## src/rtl/countdown_timer.sv

```systemverilog
// Loadable down-counter / interval timer with a valid/ready load port,
// one-shot or auto-reload operation and a registered one-cycle terminal-count pulse.
module countdown_timer #(
  parameter int N_BITS = 16
) (
  input  logic              clk,
  input  logic              rst_n,
  input  logic              load_valid,
  input  logic [N_BITS-1:0] load_value,
  output logic              load_ready,
  input  logic              mode,
  input  logic              start,
  input  logic              stop,
  input  logic              en,
  output logic [N_BITS-1:0] count,
  output logic              busy,
  output logic              tc
);

  typedef enum logic [1:0] {IDLE, LOADED, RUN, HOLD} state_t;

  state_t            state, state_nxt;
  logic [N_BITS-1:0] count_nxt;
  logic [N_BITS-1:0] reload, reload_nxt;
  logic              mode_q, mode_nxt;
  logic              tc_nxt;

  always_ff @(posedge clk or negedge rst_n) begin
    if (!rst_n) begin
      state  <= IDLE;
      count  <= '0;
      reload <= '0;
      mode_q <= 1'b0;
      tc     <= 1'b0;
    end else begin
      state  <= state_nxt;
      count  <= count_nxt;
      reload <= reload_nxt;
      mode_q <= mode_nxt;
      tc     <= tc_nxt;
    end
  end

  assign load_ready = (state != RUN);
  assign busy       = (state == RUN);

  always_comb begin
    state_nxt  = state;
    count_nxt  = count;
    reload_nxt = reload;
    mode_nxt   = mode_q;
    tc_nxt     = 1'b0;
    case (state)
      IDLE, LOADED, HOLD: begin
        // A load beats a simultaneous start; IDLE never has a startable count.
        if (load_valid) begin
          count_nxt  = load_value;
          reload_nxt = load_value;
          state_nxt  = LOADED;
        end else if (state != IDLE && start && !stop && count != '0) begin
          state_nxt = RUN;
          mode_nxt  = mode;
        end
      end
      RUN: begin
        if (stop) begin
          state_nxt = HOLD;
        end else if (en) begin
          if (count > N_BITS'(1)) begin
            count_nxt = count - N_BITS'(1);
          end else begin
            // Terminal tick: a count of 1 (0 is unreachable while running).
            tc_nxt = 1'b1;
            if (mode_q) begin
              count_nxt = reload;
            end else begin
              count_nxt = '0;
              state_nxt = IDLE;
            end
          end
        end
      end
      default: state_nxt = IDLE;
    endcase
  end

endmodule

```

## config.mk

```make
export PLATFORM = sky130hd
export DESIGN_NAME = countdown_timer
export DESIGN_NICKNAME = d
export VERILOG_FILES = /design/src/rtl/countdown_timer.sv
export SDC_FILE = /design/constraint.sdc
export NUM_CORES = 1
export LEC_CHECK = 0
export BUFFER_PORTS_ARGS = -buffer_cell sky130_fd_sc_hd__buf_4
export CORE_MARGIN = 1
export CORE_UTILIZATION = 35
export CTS_BUF_LIST = sky130_fd_sc_hd__clkbuf_8
export DETAILED_ROUTE_END_ITERATION = 16
export GPL_ROUTABILITY_DRIVEN = 0
export PLACE_DENSITY = 0.51
export SETUP_SLACK_MARGIN = 0.4
export SYNTH_ARGS = -nofsm -noshare
export SYNTH_HDL_FRONTEND = slang
export SYNTH_SLANG_ARGS = --single-unit
export TNS_END_PERCENT = 5
```

## constraint.sdc

```tcl
create_clock -name clk -period 4.27 [get_ports clk]
set_clock_uncertainty 0.05 [all_clocks]
set_input_delay 0.2135 -clock clk [delete_from_list [all_inputs] [get_ports clk]]
set_output_delay 0.2135 -clock clk [all_outputs]
set_load 0.1 [all_outputs]
```

==> results.cfg <==
[floorplan]
die_h_um = 79.1
coreArea_sq_mm = 0.00561
die_w_um = 79.1
start_util_pct = 37.1
pin_count = 42
design.die.area_sq_mm = 0.00625
num_rows = 27

[synthesis]
synth_top_flop_cell = dfrtp_1
synth-edff-count = 0
syn-num-nets = 267
synth.distinct_cells = 45
syn-mean-instance-area_sq_um = 8.63
yosysMostFrequentCell = nand2_1
synth_top_area_share_pct = 43.3
seq_area_frac_synth_pct = 43.3
synthTopCellsByCount = nand2_1 (69), dfrtp_1 (36), nor2_1 (19), a21oi_1 (9)
synthCells = 241
synth_seq_cells = 36
yosysWarnings = 0
post_synth_instance_area_sq_mm = 0.00208
synthArstFlopShare_pct = 100
synth_top_area_cell = dfrtp_1
ys_top_cells_by_area = dfrtp_1 (43%), nand2_1 (12%), nor2_1 (3.4%)

[clocking]
path_clk_slew_ns = 0.08
cts-hold-fix-buffers = 1
root_buffer = clkbuf_8
clk-insertion-delay-late_ns = 0.29
postCtsSetupRepairBufs = 0
htree_levels = 2
cts_buffers = 5
cts_tree = yes
clockBufferDepth = 2
cts-resized-gates = 0
clock-sinks = 36

[timing]
worstMarginPinSlew_ns = 0.967
tns_ns = 0
fin_crit_ns = 2.48
hold_viol_final = 0
timing.fmax_mhz = 403
hold_ws_ns = 0.0699
maxSlewHeadroom_pct = 35.5
timing.final.crit_share_pct = 58.2
rsz0062_at_grt = no
final_max_slew_viol_count = 0
finalSetupViolations = 0

[setup_path]
cp.required_ns = 4.40
crit_family = simple AND/OR/NAND/NOR gates
path_cells = nor4_4, nand3_2, nor3_2, nand2_1, a31o_2
arrival_ns = 2.61
cp_slowest_stage_delay_ns = 0.76
crit_path_max_fanout = 12
crit_path_start_kind = register
cpMaxStageDelayCell = nor3_2
crit_buf_inv = 0
critical_path_class = reg2reg
critPathCaptureType = register

[placed_design]
hpwlAfterDp_um = 3760
placed_area_sq_mm = 0.00244
io_buffers = 41

[finish]
n_antenna_cell = 0
stdcell_area_sq_mm = 0.00253
syn_to_final_growth_pct = 21.7
drive_gt1_share_pct = 23.5
fill_cells = 591
fin_nets = 307

[run_status]
status = complete, no violations

[global_routing]
grt_first_pass_wirelength_um = 9260
grt_max_degree = 37
grt_pass1_vias = 1814
track_usage_pct = 19.6
antenna_found_initial = 0
grt-ovfl-total = 0

[power_and_ir_drop]
ir_worst_vdd_v = 0.000243
power.leakage_nw = 1.15
powerDensity_mw_per_mm2 = 412

[drt]
wl_per_cell_um = 15.8
via_count = 1842
dr.pass1.iters = 4
drc = 0
wirelength_um = 5570
routed_via_density = 5.22
antenna_left = 0
drtIter0Drc = 133

[flow_run]
drv_cap = 0

[worst_hold_path]
worstHoldPathType = in2reg
==> final timing paths <==
path / startpoint / to / slack, ns / cells after the start
max in group asynchronous: rst_n / count[5] / 3.46 / 2
hold reg to reg: reload[9] / reload[9] / 0.43 / 2
setup / recovery: count[5] / state[1] / 1.79 / 5
setup reg to reg: count[5] / state[1] / 1.79 / 5
hold / removal: load_value[1] / reload[1] / 0.07 / 3
min in group asynchronous: rst_n / reload[7] / 0.38 / 2
==> layer usage <==
layer  part of all wire [%]  vias to the layer above  wire [um]  GRT usage (%)
met5                      0                        -          0              0
met4                    1.0                        0         57           5.45
met3                    4.3                        5        241           3.68
met2                     46                       36       2580           32.1
met1                     48                      873       2690           26.5
li1                       -                      928          -              -
==> per-stage QoR <==
| step | total power, mW | cells | setup slack [ns] | utilization, % |
|---|---|---|---|---|
| after floorplan | 0.715 | 241 | 0.626 | - |
| after global placement | 0.820 | 345 | 1.84 | 43.6 |
| after detailed placement | 0.820 | 345 | 1.77 | 43.6 |
| after CTS | 1.05 | 353 | 1.76 | 45.1 |
| after global routing | 1.10 | 353 | 1.60 | 45.1 |
| final | 1.04 | 353 | 1.79 | 45.1 |
==> registers in the layout, indices dropped and copies added, names as in the netlist <==
register	flops
mode_q	1
state	2
count	16
tc	1
reload	16
==> cell families (layout without fill, tap and decap cells) <==
kind of cell             count (synthesis)  in the layout  share of synthesized area [%]
AO/OA/AOI/OAI                           40             40                           12.5
XOR/XNOR                                11             11                           4.63
adder cells (fa/ha/maj)                  3              3                           1.81
buffers and inverters                   14             54                           3.25
flip-flops                              36             36                           43.3
multiplexers                             5              5                           2.65
AND/OR/NAND/NOR                        132            132                           31.8
==> cell usage in the layout, fill, tap and decap left out, types with 2 or more instances in the layout <==
| master | n |
|---|---|
| nand2_1 | 69 |
| buf_4 | 43 |
| dfrtp_1 | 36 |
| nor2_1 | 19 |
| a21oi_1 | 9 |
| nand3_1 | 8 |
| a31oi_1 | 8 |
| a22oi_1 | 7 |
| nand4_1 | 6 |
| xor2_1 | 6 |
| xnor2_1 | 5 |
| clkbuf_8 | 5 |
| nand3_2 | 4 |
| mux2_2 | 4 |
| o21ai_0 | 4 |
| inv_1 | 3 |
| nand3b_1 | 3 |
| nor3_1 | 3 |
| or3_1 | 3 |
| o22ai_1 | 3 |
| ha_1 | 3 |
| or3_4 | 2 |
| o31a_1 | 2 |
| nand4b_1 | 2 |
| nor2b_1 | 2 |
| and3_1 | 2 |
| o211ai_1 | 2 |
==> cell type report <==
class	count	area [sq um]	area share (%)
Clock inverter	2	8.76	0.346
Inverter	3	11.3	0.445
Timing Repair Buffer	44	333	13.2
Multi-Input combinational cell	191	1120	44.2
Tap cell	72	90.1	3.56
Clock buffer	5	68.8	2.72
Sequential cell	36	901	35.6
==> where the power goes <==
group	total (mW)	switching [mW]	leakage (nW)	internal, mW
Combinational	0.363	0.260	0.671	0.103
Clock	0.230	0.121	0.0452	0.109
Sequential	0.449	0.0664	0.436	0.383
==> worst register-to-register path: cells and delay by family (launching register included) <==
kind	cells	cell delay [ns]
compound gates	1	0.27
flops	1	0.45
simple gates	4	1.62
No activity file was read; power rests on OpenSTA's default activity.
